$ cat config.mk
export PLATFORM = sky130hd
export DESIGN_NAME = uw_sync_search
export DESIGN_NICKNAME = d
export VERILOG_FILES = /design/src/rtl/uw_sync_pkg.sv /design/src/rtl/uw_corr_bank.sv /design/src/rtl/xilinx_true_dual_port_read_first_2_clock_ram.sv /design/src/rtl/uw_sync_search.sv
export SDC_FILE = /design/constraint.sdc
export NUM_CORES = 2
export LEC_CHECK = 0
export CORE_MARGIN = 4
export CORE_UTILIZATION = 45
export DETAILED_ROUTE_END_ITERATION = 8
export GPL_ROUTABILITY_DRIVEN = 0
export PLACE_DENSITY = 0.57
export SKIP_CTS_REPAIR_TIMING = 1
export SLEW_MARGIN = 30
export SYNTH_ARGS = -nofsm -noshare
export SYNTH_HDL_FRONTEND = slang
export SYNTH_SLANG_ARGS = --single-unit
$ cat constraint.sdc
create_clock -name clk -period 9.7 [get_ports clk]
set_input_delay 1.94 -clock clk [delete_from_list [all_inputs] [get_ports clk]]
set_output_delay 1.94 -clock clk [all_outputs]
set_load 0.02 [all_outputs]
$ cat src/rtl/uw_sync_pkg.sv
// uw_sync_pkg: shared types and constants for the
// unique-word acquisition block.
package uw_sync_pkg;

    typedef enum logic [1:0] {
        P_0,
        P_90,
        P_180,
        P_270
    } phase_e;

    localparam logic [31:0] SYNC_WORDS_DEF = 32'h274ED8B1;

    typedef enum logic [2:0] {
        CLEAR,
        ACCUM,
        DRAIN,
        SCAN,
        REPORT
    } state_e;

    function automatic int wgt_width(input int nf, input int sl);
        return $clog2(nf * sl + 1);
    endfunction

endpackage

$ cat src/rtl/uw_corr_bank.sv
// uw_corr_bank: one phase hypothesis. Correlates the window
// against its word and accumulates per-offset weights.
module uw_corr_bank
    import uw_sync_pkg::*;
#(
    parameter int                  BITS_PER_FRAME = 80,
    parameter int                  SYNC_LEN       = 8,
    parameter int                  WGT_W          = 9,
    parameter logic [SYNC_LEN-1:0] WORD           = 8'h27
) (
    input  logic                              clk,
    input  logic                              rst_i,
    input  logic [SYNC_LEN-1:0]               win_i,
    input  logic                              acc_v_i,
    input  logic [$clog2(BITS_PER_FRAME)-1:0] acc_addr_i,
    input  logic                              clr_en_i,
    input  logic [$clog2(BITS_PER_FRAME)-1:0] clr_addr_i,
    output logic [WGT_W-1:0]                  rd_data_o
);

    localparam int AW  = $clog2(BITS_PER_FRAME);
    localparam int PCW = $clog2(SYNC_LEN + 1);

    logic [PCW-1:0]   pc_d;
    logic [PCW-1:0]   pc_q;
    logic             wv_q;
    logic [AW-1:0]    wa_q;
    logic [WGT_W-1:0] sum;
    logic [WGT_W-1:0] unused_doutb;

    // Number of window bits that agree with this bank's word.
    always_comb begin
        pc_d = '0;
        for (int i = 0; i < SYNC_LEN; i++) begin
            pc_d = pc_d + PCW'(~(win_i[i] ^ WORD[i]));
        end
    end

    // Hold the match count and address until the old weight is read.
    always_ff @(posedge clk or posedge rst_i) begin
        if (rst_i) begin
            wv_q <= 1'b0;
            wa_q <= '0;
            pc_q <= '0;
        end else begin
            wv_q <= acc_v_i;
            if (acc_v_i) begin
                wa_q <= acc_addr_i;
                pc_q <= pc_d;
            end
        end
    end

    assign sum = rd_data_o + WGT_W'(pc_q);

    xilinx_true_dual_port_read_first_2_clock_ram #(
        .RAM_WIDTH(WGT_W),
        .RAM_DEPTH(BITS_PER_FRAME)
    ) u_ram (
        .addra (clr_en_i ? clr_addr_i : acc_addr_i),
        .addrb (wa_q),
        .dina  ('0),
        .dinb  (sum),
        .clka  (clk),
        .clkb  (clk),
        .wea   (clr_en_i),
        .web   (wv_q),
        .ena   (acc_v_i | clr_en_i),
        .enb   (wv_q),
        .douta (rd_data_o),
        .doutb (unused_doutb)
    );

endmodule

$ cat src/rtl/xilinx_true_dual_port_read_first_2_clock_ram.sv
// True dual-port RAM, read-first on both ports.
// Both ports are clocked from clka; clkb is kept for template compatibility.
module xilinx_true_dual_port_read_first_2_clock_ram #(
    parameter int RAM_WIDTH = 18,
    parameter int RAM_DEPTH = 1024
) (
    input  logic [$clog2(RAM_DEPTH)-1:0] addra,
    input  logic [$clog2(RAM_DEPTH)-1:0] addrb,
    input  logic [RAM_WIDTH-1:0]         dina,
    input  logic [RAM_WIDTH-1:0]         dinb,
    input  logic                         clka,
    input  logic                         clkb,
    input  logic                         wea,
    input  logic                         web,
    input  logic                         ena,
    input  logic                         enb,
    output logic [RAM_WIDTH-1:0]         douta,
    output logic [RAM_WIDTH-1:0]         doutb
);

    logic [RAM_WIDTH-1:0] mem [RAM_DEPTH];
    logic                 unused_clkb;

    assign unused_clkb = clkb;

    // Read old contents, then write, on each enabled port.
    always_ff @(posedge clka) begin
        if (ena) begin
            douta <= mem[addra];
            if (wea) mem[addra] <= dina;
        end
        if (enb) begin
            doutb <= mem[addrb];
            if (web) mem[addrb] <= dinb;
        end
    end

endmodule

$ cat src/rtl/uw_sync_search.sv
// uw_sync_search: unique-word acquisition over a block of
// frames; reports best offset, weight, rotation and lock.
module uw_sync_search
    import uw_sync_pkg::*;
#(
    parameter int                            BITS_PER_FRAME = 80,
    parameter int                            NUM_FRAMES     = 32,
    parameter int                            SYNC_LEN       = 8,
    parameter int                            NUM_ROT        = 4,
    parameter logic [NUM_ROT*SYNC_LEN-1:0]   SYNC_WORDS     = SYNC_WORDS_DEF,
    parameter int                            LOCK_THRESH    = 224
) (
    input  logic                                       clk,
    input  logic                                       rst_in,
    input  logic                                       hard_inp,
    input  logic                                       valid_in,
    output logic                                       ready_rx,
    output logic                                       valid_out,
    output logic [$clog2(BITS_PER_FRAME)-1:0]          bit_offset,
    output logic [wgt_width(NUM_FRAMES, SYNC_LEN)-1:0] max_offset_weight,
    output logic [$clog2(NUM_ROT)-1:0]                 rotation,
    output logic                                       locked
);

    localparam int AW    = $clog2(BITS_PER_FRAME);
    localparam int RW    = $clog2(NUM_ROT);
    localparam int WGT_W = wgt_width(NUM_FRAMES, SYNC_LEN);
    localparam int TOTAL = NUM_FRAMES * BITS_PER_FRAME;
    localparam int NW    = $clog2(TOTAL + 1);
    localparam int CW    = $clog2(BITS_PER_FRAME + 2);

    state_e              state_q, state_d;
    logic [CW-1:0]       cnt_q, cnt_d;
    logic [NW-1:0]       n_q, n_d;
    logic [AW-1:0]       off_q, off_d;
    logic [SYNC_LEN-1:0] win_q, win_d;
    logic                acc_v_q, acc_v_d;
    logic [AW-1:0]       acc_addr_q, acc_addr_d;
    logic                rd_v_q, rd_v_d;
    logic [AW-1:0]       rd_addr_q, rd_addr_d;
    logic [WGT_W-1:0]    best_w_q, best_w_d;
    logic [AW-1:0]       best_off_q, best_off_d;
    logic [RW-1:0]       best_rot_q, best_rot_d;
    logic                vo_q, vo_d;
    logic [AW-1:0]       offs_q, offs_d;
    logic [WGT_W-1:0]    wgt_q, wgt_d;
    logic [RW-1:0]       rot_q, rot_d;
    logic                lock_q, lock_d;
    logic                clr_en;
    logic                take;
    logic [WGT_W-1:0]    rd_data [NUM_ROT];

    assign ready_rx          = (state_q == ACCUM);
    assign take              = valid_in & ready_rx;
    assign valid_out         = vo_q;
    assign bit_offset        = offs_q;
    assign max_offset_weight = wgt_q;
    assign rotation          = rot_q;
    assign locked            = lock_q;

    for (genvar r = 0; r < NUM_ROT; r++) begin : g_bank
        uw_corr_bank #(
            .BITS_PER_FRAME(BITS_PER_FRAME),
            .SYNC_LEN      (SYNC_LEN),
            .WGT_W         (WGT_W),
            .WORD          (SYNC_WORDS[(NUM_ROT-1-r)*SYNC_LEN +: SYNC_LEN])
        ) u_bank (
            .clk       (clk),
            .rst_i     (rst_in),
            .win_i     (win_q),
            .acc_v_i   (acc_v_q),
            .acc_addr_i(acc_addr_q),
            .clr_en_i  (clr_en),
            .clr_addr_i(cnt_q[AW-1:0]),
            .rd_data_o (rd_data[r])
        );
    end

    // Sequencing: clear, accumulate, drain, scan, report.
    always_comb begin
        state_d    = state_q;
        cnt_d      = cnt_q;
        n_d        = n_q;
        off_d      = off_q;
        win_d      = win_q;
        acc_v_d    = 1'b0;
        acc_addr_d = acc_addr_q;
        rd_v_d     = 1'b0;
        rd_addr_d  = cnt_q[AW-1:0];
        vo_d       = 1'b0;
        offs_d     = offs_q;
        wgt_d      = wgt_q;
        rot_d      = rot_q;
        lock_d     = lock_q;
        clr_en     = 1'b0;
        unique case (state_q)
            CLEAR: begin
                clr_en = 1'b1;
                if (cnt_q == CW'(BITS_PER_FRAME - 1)) begin
                    cnt_d   = '0;
                    state_d = ACCUM;
                end else begin
                    cnt_d = cnt_q + 1'b1;
                end
            end
            ACCUM: begin
                if (take) begin
                    win_d = {win_q[SYNC_LEN-2:0], hard_inp};
                    n_d   = n_q + 1'b1;
                    if (n_q >= NW'(SYNC_LEN - 1)) begin
                        acc_v_d    = 1'b1;
                        acc_addr_d = off_q;
                        off_d = (off_q == AW'(BITS_PER_FRAME - 1))
                              ? '0 : off_q + 1'b1;
                    end
                    if (n_q == NW'(TOTAL - 1)) begin
                        cnt_d   = '0;
                        state_d = DRAIN;
                    end
                end
            end
            DRAIN: begin
                if (cnt_q == CW'(1)) begin
                    cnt_d   = '0;
                    state_d = SCAN;
                end else begin
                    cnt_d = cnt_q + 1'b1;
                end
            end
            SCAN: begin
                clr_en = (cnt_q < CW'(BITS_PER_FRAME));
                rd_v_d = clr_en;
                if (cnt_q == CW'(BITS_PER_FRAME + 1)) begin
                    cnt_d   = '0;
                    state_d = REPORT;
                    vo_d    = 1'b1;
                    offs_d  = best_off_q;
                    wgt_d   = best_w_q;
                    rot_d   = best_rot_q;
                    lock_d  = (best_w_q >= WGT_W'(LOCK_THRESH));
                end else begin
                    cnt_d = cnt_q + 1'b1;
                end
            end
            REPORT: begin
                n_d     = '0;
                off_d   = '0;
                win_d   = '0;
                state_d = ACCUM;
            end
            default: state_d = CLEAR;
        endcase
    end

    // Running max over the scan; earlier offset/rotation wins ties.
    always_comb begin
        best_w_d   = best_w_q;
        best_off_d = best_off_q;
        best_rot_d = best_rot_q;
        if (state_q == DRAIN) begin
            best_w_d   = '0;
            best_off_d = '0;
            best_rot_d = '0;
        end else if (rd_v_q) begin
            for (int r = 0; r < NUM_ROT; r++) begin
                if (rd_data[r] > best_w_d) begin
                    best_w_d   = rd_data[r];
                    best_off_d = rd_addr_q;
                    best_rot_d = RW'(r);
                end
            end
        end
    end

    // State, counters, pipeline and result registers.
    always_ff @(posedge clk or posedge rst_in) begin
        if (rst_in) begin
            state_q    <= CLEAR;
            cnt_q      <= '0;
            n_q        <= '0;
            off_q      <= '0;
            win_q      <= '0;
            acc_v_q    <= 1'b0;
            acc_addr_q <= '0;
            rd_v_q     <= 1'b0;
            rd_addr_q  <= '0;
            best_w_q   <= '0;
            best_off_q <= '0;
            best_rot_q <= '0;
            vo_q       <= 1'b0;
            offs_q     <= '0;
            wgt_q      <= '0;
            rot_q      <= '0;
            lock_q     <= 1'b0;
        end else begin
            state_q    <= state_d;
            cnt_q      <= cnt_d;
            n_q        <= n_d;
            off_q      <= off_d;
            win_q      <= win_d;
            acc_v_q    <= acc_v_d;
            acc_addr_q <= acc_addr_d;
            rd_v_q     <= rd_v_d;
            rd_addr_q  <= rd_addr_d;
            best_w_q   <= best_w_d;
            best_off_q <= best_off_d;
            best_rot_q <= best_rot_d;
            vo_q       <= vo_d;
            offs_q     <= offs_d;
            wgt_q      <= wgt_d;
            rot_q      <= rot_d;
            lock_q     <= lock_d;
        end
    end

endmodule

=== Yosys cells after proc, flatten, opt, wreduce, memory -nomap -nowiden ===
Memories as Yosys holds them, arrays and structs flattened. A register that Yosys moved wholly into a read port is not among the register bits.
Index checks and enable logic that the tools add are counted.

* Add/sub/neg operators: 35
* $lt $le $gt $ge: 7
* Eq/ne operators: 15
* Muxes and demuxes: 57
* Bitwise operators: 26
* Reductions and logical operators: 12

{| class="wikitable"
|+ Operators by type and width
! cell !! number
|-
| 4-bit adder || 28
|-
| 9-bit 2-to-1 mux || 12
|-
| 7-bit 2-to-1 mux || 15
|-
| 1-bit inverter with 4-bit output || 16
|-
| 9-bit by 4-bit adder with 9-bit output || 4
|-
| 9-bit > comparator || 4
|-
| 7-bit case mux with 4 select lines || 1
|-
| 12-bit case mux with 2 select lines || 1
|-
| 7-bit == test (second input constant) || 3
|-
| 8-bit case mux with 2 select lines || 1
|-
| 3-bit 2-to-1 mux || 5
|-
| 3-bit case mux with 5 select lines || 1
|-
| 7-bit by 1-bit adder with 7-bit output (second input constant) || 2
|-
| 7-bit case mux with 2 select lines || 1
|-
| 12-bit by 1-bit adder with 12-bit output (second input constant) || 1
|-
| 12-bit == test (second input constant) || 1
|-
| 12-bit by 3-bit >= comparator with 1-bit output (second input constant) || 1
|-
| 12-bit 2-to-1 mux || 1
|-
| 2-bit 2-to-1 mux || 6
|-
| 1-bit 2-to-1 mux || 11
|-
| 9-bit by 8-bit >= comparator with 1-bit output (second input constant) || 1
|-
| 3-bit AND reduction || 3
|-
| 8-bit 2-to-1 mux || 1
|-
| 1-bit inverter || 8
|-
| other kinds (16) || 24
|}

* Flip-flop bits (word level): 115
* RAM bits: 2880
* Input bits: 4
* Output and inout port bits: 21
* Word-level logic and storage cells: 179
* Memories: 4

{| class="wikitable"
|+ Memories
! memory !! depth !! width !! read ports !! clocked after memory_dff !! wr ports !! RTL line !! RTL
|-
| g_bank[0].u_bank.u_ram.mem || 80 || 9 || 1 || 1 || 2 || xilinx_true_dual_port_read_first_2_clock_ram.sv:21 || <nowiki>logic [RAM_WIDTH-1:0] mem [RAM_DEPTH];</nowiki>
|-
| g_bank[1].u_bank.u_ram.mem || 80 || 9 || 1 || 1 || 2 || xilinx_true_dual_port_read_first_2_clock_ram.sv:21 ||
|-
| g_bank[2].u_bank.u_ram.mem || 80 || 9 || 1 || 1 || 2 || xilinx_true_dual_port_read_first_2_clock_ram.sv:21 ||
|-
| g_bank[3].u_bank.u_ram.mem || 80 || 9 || 1 || 1 || 2 || xilinx_true_dual_port_read_first_2_clock_ram.sv:21 ||
|}

=== Depth between registers and ports, before layout ===
* Word-level depth: 16
* Depth in mapped cells: 44
* Gate-level depth less buffers: 38

=== Modules after synthesis ===
A second synthesis with hierarchy kept.

* Cells, all modules: 13846
* Area, all modules: 186720.3 µm²

{| class="wikitable"
|+ Modules (own cells, without submodules)
! module !! instances !! cells each !! area each (µm²) !! sequential area each (µm²)
|-
| xilinx_true_dual_port_read_first_2_clock_ram at g_bank[1].u_bank.u_ram ... || 3 || 3237 || 44423.9 || 22161.3
|-
| xilinx_true_dual_port_read_first_2_clock_ram at g_bank[0].u_bank.u_ram || 1 || 3237 || 44422.6 || 22161.3
|-
| uw_sync_search || 1 || 541 || 5242.5 || 2277.2
|-
| uw_corr_bank at g_bank[0].u_bank || 1 || 92 || 957.2 || 300.3
|-
| uw_corr_bank at g_bank[2].u_bank || 1 || 89 || 950.9 || 300.3
|-
| uw_corr_bank at g_bank[3].u_bank || 1 || 89 || 945.9 || 300.3
|-
| uw_corr_bank at g_bank[1].u_bank || 1 || 87 || 929.6 || 300.3
|}

=== Worst setup path before layout ===
OpenSTA, ideal clock, no wires.

* Path type: reg-to-reg
* Start point: reg best_w_q[2]
* End point: reg best_off_q[0]
* Setup time: 134 ps
* Data arrival time: 7931 ps
* Data required time: 9566 ps
* Setup slack: 1635 ps
* Stages on the path, launching flop included: 40
* Path buffers: 6
* Period minus slack after synthesis: 8065 ps
* Cells stage by stage: dfrtp_1 > inv_1 > ha_1 > a21o_1 > a21o_1 > a221o_1 > a221o_1 > nand2_1 > mux2i_1 > ha_1 > nor2b_1 > o21a_1 > o21a_1 > o21ai_0 > a31oi_1 > nand2_1 > clkbuf_1 > clkbuf_1 > [... 4 more ...] > o21ai_0 > a21oi_1 > a211oi_1 > or2_2 > clkbuf_1 > clkbuf_1 > a31oi_1 > ha_1 > nor2b_1 > o21a_1 > o21a_1 > o221ai_1 > a21boi_0 > o21bai_1 > a41oi_1 > clkbuf_1 > nand3_1 > o21ai_0

* Word-level cells in the longest chain between the ends: 16
* Elaborated cells on any way between the ends: 20
* Those cells by class: order compare (4); mux (14); reduce/logical (2)

{| class="wikitable"
|+ Ends and longest elaborated chain
! item !! RTL line !! RTL
|-
| from (decl) || uw_sync_search.sv:41 || <nowiki>logic [WGT_W-1:0] best_w_q, best_w_d;</nowiki>
|-
| from (signal assigned) || uw_sync_search.sv:205 || <nowiki>best_w_q <= best_w_d;</nowiki>
|-
| 9-bit > comparator || uw_sync_search.sv:166 || <nowiki>if (rd_data[r] > best_w_d) begin</nowiki>
|-
| 9-bit 2-to-1 mux || uw_sync_search.sv:166 ||
|-
| 9-bit 2-to-1 mux || uw_sync_search.sv:164 || <nowiki>end else if (rd_v_q) begin</nowiki>
|-
| 9-bit 2-to-1 mux || uw_sync_search.sv:160 || <nowiki>if (state_q == DRAIN) begin</nowiki>
|-
| 9-bit > comparator || uw_sync_search.sv:166 ||
|-
| 9-bit 2-to-1 mux || uw_sync_search.sv:166 ||
|-
| 9-bit 2-to-1 mux || uw_sync_search.sv:164 ||
|-
| 9-bit 2-to-1 mux || uw_sync_search.sv:160 ||
|-
| 9-bit > comparator || uw_sync_search.sv:166 ||
|-
| 9-bit 2-to-1 mux || uw_sync_search.sv:166 ||
|-
| 9-bit 2-to-1 mux || uw_sync_search.sv:164 ||
|-
| 9-bit 2-to-1 mux || uw_sync_search.sv:160 ||
|-
| 9-bit > comparator || uw_sync_search.sv:166 ||
|-
| 7-bit 2-to-1 mux || uw_sync_search.sv:166 ||
|-
| 7-bit 2-to-1 mux || uw_sync_search.sv:164 ||
|-
| 7-bit 2-to-1 mux || uw_sync_search.sv:160 ||
|-
| to (signal assigned) || uw_sync_search.sv:206 || <nowiki>best_off_q <= best_off_d;</nowiki>
|-
| to (decl) || uw_sync_search.sv:42 || <nowiki>logic [AW-1:0] best_off_q, best_off_d;</nowiki>
|}

Parallel ways exist; a longest one is shown, timed or not. The select of a mux whose other input is x is not followed.
A chain may end at the register's enable or synchronous reset.

=== Worst setup path after layout ===
* Start point: reg best_w_q[2]
* End point: reg best_off_q[5]

The elaborated chain is that of the path after synthesis.

==> load_flow_metrics.sql <==
INSERT INTO impl_metrics (metric_group, metric, value, unit) VALUES
('run_status', 'status', 'finished, final reports clean', ''),
('routing', 'detail-route-antenna-nets', '0', ''),
('power_and_ir_drop', 'power.internal', '20.9', 'mW'),
('logic_synthesis', 'post_synth_num_cell_types', '70', ''),
('worst_setup_path', 'cp_data_arrival_time', '9760', 'ps'),
('worst_setup_path', 'cp_slowest_cell', 'nand2_1', ''),
('layout', 'filler_cell_count', '24500', ''),
('clock_tree', 'tritoncts_num_sinks', '3031', ''),
('logic_synthesis', 'ys_top_cells_by_area', 'edfxtp_1 68%, nor2_1 8.6%, mux2i_1 2.4%', ''),
('layout', 'area_of_the_multi_input_gates', '36600', 'um^2'),
('power_and_ir_drop', 'static-leakage-power', '49.9', 'nW'),
('clock_tree', 'clock-root-buffer', 'clkbuf_16', ''),
('timing', 'max_slew_margin', '22.9', '%'),
('global_route', 'globalRoute.busiestLayer', 'met2', ''),
('power_and_ir_drop', 'seqPwrFrac', '53.7', '%'),
('worst_setup_path', 'crit_path_start_kind', 'register', ''),
('timing', 'fin_setup_tns', '0', 'ps'),
('global_route', 'grt.met1_usage', '40.8', '%'),
('global_route', 'globalRoute.totalOverflow', '0', ''),
('global_route', 'grt_pass1_wl', '662', 'mm'),
('timing', 'final.min_clock_period', '8950', 'ps'),
('logic_synthesis', 'postSynth.asyncResetShare', '3.79', '%'),
('placement', 'placedInstanceArea', '135000', 'um^2'),
('clock_tree', 'path_clk_slew', '60', 'ps'),
('timing', 'report.final.hold_viol_count', '0', ''),
('worst_setup_path', 'critical_path_depth', '36', ''),
('power_and_ir_drop', 'ir_drop', '0.147', 'mV'),
('clock_tree', 'clockBufferDepth', '4', ''),
('floorplan', 'core.rowCount', '196', ''),
('timing', 'finalSetupViolations', '0', ''),
('logic_synthesis', 'post_syn_instances', '10600', ''),
('timing', 'rsz0062_at_grt', 'false', ''),
('worst_setup_path', 'timing.critical_path.buf_inv', '2', ''),
('worst_setup_path', 'reg2reg_depth', '36', ''),
('placement', 'total_placed_cells_including_tap_cells', '13700', ''),
('layout', 'post_route_cells_drive_above_1_share', '10.5', '%'),
('clock_tree', 'worstSkewPairLatency', '960', 'ps'),
('logic_synthesis', 'syn_avg_cell_area', '12.2', 'um^2'),
('global_route', 'pin_count_of_the_biggest_net_entering_global_routing', '120', ''),
('floorplan', 'die_x', '544', 'um'),
('logic_synthesis', 'post-synth-top-area-cell', 'edfxtp_1', ''),
('layout', 'final_design_area_no_fill', '146000', 'um^2'),
('clock_tree', 'cts.htree.levels', '5', ''),
('logic_synthesis', 'yosysSeqAreaShare', '70.1', '%'),
('power_and_ir_drop', 'comb_power_share', '0', '%'),
('worst_setup_path', 'worst-r2r-setup-slack', '750', 'ps'),
('routing', 'detailedRoute.firstIterationViolations', '13900', ''),
('global_route', 'gr-usage-all-layers', '31.1', '%'),
('hold_path', 'worst_hold_path_type', 'reg2reg', ''),
('timing', 'finalCritPeriodShare', '92.3', '%'),
('floorplan', 'top_level_ports', '25', ''),
('logic_synthesis', 'synth_commonest_cells', '2956 x nor2_1, 2916 x edfxtp_1, 789 x nand2_1', ''),
('hold_path', 'hold-path-cell-count', '2', ''),
('routing', 'drt-vias-per-instance', '6.36', ''),
('routing', 'drt_drc_violations_left', '0', ''),
('worst_setup_path', 'worst_ep_required', '10500', 'ps'),
('clock_tree', 'cts-buffers-inserted', '329', ''),
('layout', 'sequential_cell_area', '90400', 'um^2'),
('logic_synthesis', 'synth.yosys.warnings', '0', ''),
('floorplan', 'die_h', '544', 'um'),
('timing', 'worst_pin_slew', '1140', 'ps'),
('global_route', 'antenna_violations_before_repair', '18', ''),
('logic_synthesis', 'mapped_nets', '10700', ''),
('routing', 'wl_per_cell', '32.6', 'um'),
('power_and_ir_drop', 'p_sw', '5.35', 'mW'),
('logic_synthesis', 'synth_area', '129000', 'um^2'),
('global_route', 'number_of_global_route_vias_before_repair', '88700', ''),
('routing', 'vias_post_dr', '91300', ''),
('global_route', 'gr-usage-met3', '7.43', '%'),
('routing', 'drt-total-wl', '468', 'mm'),
('worst_setup_path', 'cp_slowest_stage_delay', '600', 'ps');
## metrics by stage
stage / util (%) / hold slack (ps) / worst slack, ps / power [mW]
2_1_floorplan: - / 352 / 1630 / 14.4
3_3_place_gp: 47.3 / 471 / 843 / 14.4
3_5_place_dp: 47.4 / 475 / 879 / 14.4
4_1_cts: 51.0 / 487 / 888 / 26.4
5_1_grt: 51.1 / 519 / 45.5 / 26.9
6_report: 51.1 / 474 / 746 / 26.3
## path summary, 6_finish.rpt
kind,startpoint,endpoint
min in group asynchronous,rst_in,n_q[4]
min,rd_addr_q[0],best_off_q[0]
min reg2reg,rd_addr_q[0],best_off_q[0]
max,best_w_q[2],best_off_q[5]
max in group asynchronous,rst_in,g_bank[1].u_bank.wa_q[4]
max reg2reg,best_w_q[2],best_off_q[5]
## kinds of logic after synthesis
family | count (synthesis) | share of synthesized area [%]
AOI/OAI and AO/OA | 1756 | 9.46
xor gates and xnor gates | 45 | 0.311
adders and majority gates | 88 | 0.969
buffers and inverters | 1062 | 3.27
DFF | 3031 | 70.1
muxes | 356 | 2.80
and+or+nand+nor | 4237 | 13.1
## worst reg2reg max path: cells and delay by family (launching register included)
kind / cells / cell delay, ps
AO/OA/AOI/OAI: 20 / 4170
AND/OR/NAND/NOR: 9 / 2380
adder cells (fa/ha/maj): 4 / 1190
flip-flops: 1 / 390
buffers and inverters: 2 / 350
multiplexers: 1 / 350
## sequential cells by signal, summed over array words and instances (netlist names), 3 cells and up
signal                     flops
bit_offset                     7
max_offset_weight              9
best_off_q                     7
g_bank.u_bank.u_ram.mem     2880
off_q                          7
g_bank.u_bank.wa_q             7
state_q                        3
best_w_q                       9
acc_addr_q                     7
rd_addr_q                      7
cnt_q                          7
win_q                          8
n_q                           12
g_bank.u_bank.pc_q            16
g_bank.u_bank.u_ram.douta     36
## final cells by class
type                    instances  area share (%)
multi-input cells            6482            25.1
clock inverters               189            1.09
flip-flops and latches       3031            62.1
clock buffers                 412            5.95
inverters                      77           0.206
well taps                    3762            3.23
diodes                         16          0.0275
repair buffers                397            2.29
## power groups by stage
| stage | sequential [mW] | combinational (mW) | clock, mW |
|---|---|---|---|
| global placement | 14.4 | 0.0128 | 0 |
| detailed placement | 14.4 | 0.0130 | 0 |
| global route | 14.1 | 0.0143 | 12.8 |
| floorplan | 14.4 | 0.00699 | 0 |
| finish | 14.1 | 0.0123 | 12.1 |
| CTS | 14.1 | 0.0130 | 12.3 |
## per-layer routing
layer | up-vias | share of wire (%)
met3 | 1135 | 12
met1 | 46300 | 37
met2 | 5864 | 45
met4 | 14 | 6.1
met5 | - | 0.018
li1 | 38000 | -
## layout by cell type (no fill, tap or decap), types with 17 or more instances in the layout
| master | synthesis | final |
|---|---|---|
| a211oi_1 | 35 | 33 |
| a21oi_1 | 485 | 484 |
| a221oi_1 | 154 | 154 |
| a222oi_1 | 168 | 168 |
| a22o_1 | 161 | 160 |
| a22oi_1 | 224 | 222 |
| a31oi_1 | 103 | 102 |
| buf_4 | 7 | 351 |
| clkbuf_1 | 727 | 76 |
| clkbuf_16 | 0 | 334 |
| clkdlybuf4s50_1 | 0 | 24 |
| clkinv_1 | 0 | 82 |
| clkinv_2 | 0 | 64 |
| dfrtp_1 | 115 | 115 |
| edfxtp_1 | 2916 | 2916 |
| ha_1 | 68 | 68 |
| inv_1 | 73 | 72 |
| mux2_2 | 43 | 43 |
| mux2i_1 | 313 | 308 |
| nand2_1 | 789 | 737 |
| nand2_2 | 1 | 40 |
| nand2b_1 | 18 | 17 |
| nand3_1 | 166 | 155 |
| nand4_1 | 36 | 36 |
| nor2_1 | 2956 | 2954 |
| nor2b_1 | 26 | 26 |
| nor3_1 | 39 | 29 |
| nor4_1 | 126 | 105 |
| nor4_2 | 0 | 17 |
| o211ai_1 | 29 | 29 |
| o21ai_0 | 139 | 61 |
| o21ai_4 | 0 | 80 |
| o22ai_1 | 155 | 153 |
| or4_1 | 25 | 25 |
| xor2_4 | 0 | 24 |
Note: power is estimated with default switching activity, not from simulation.
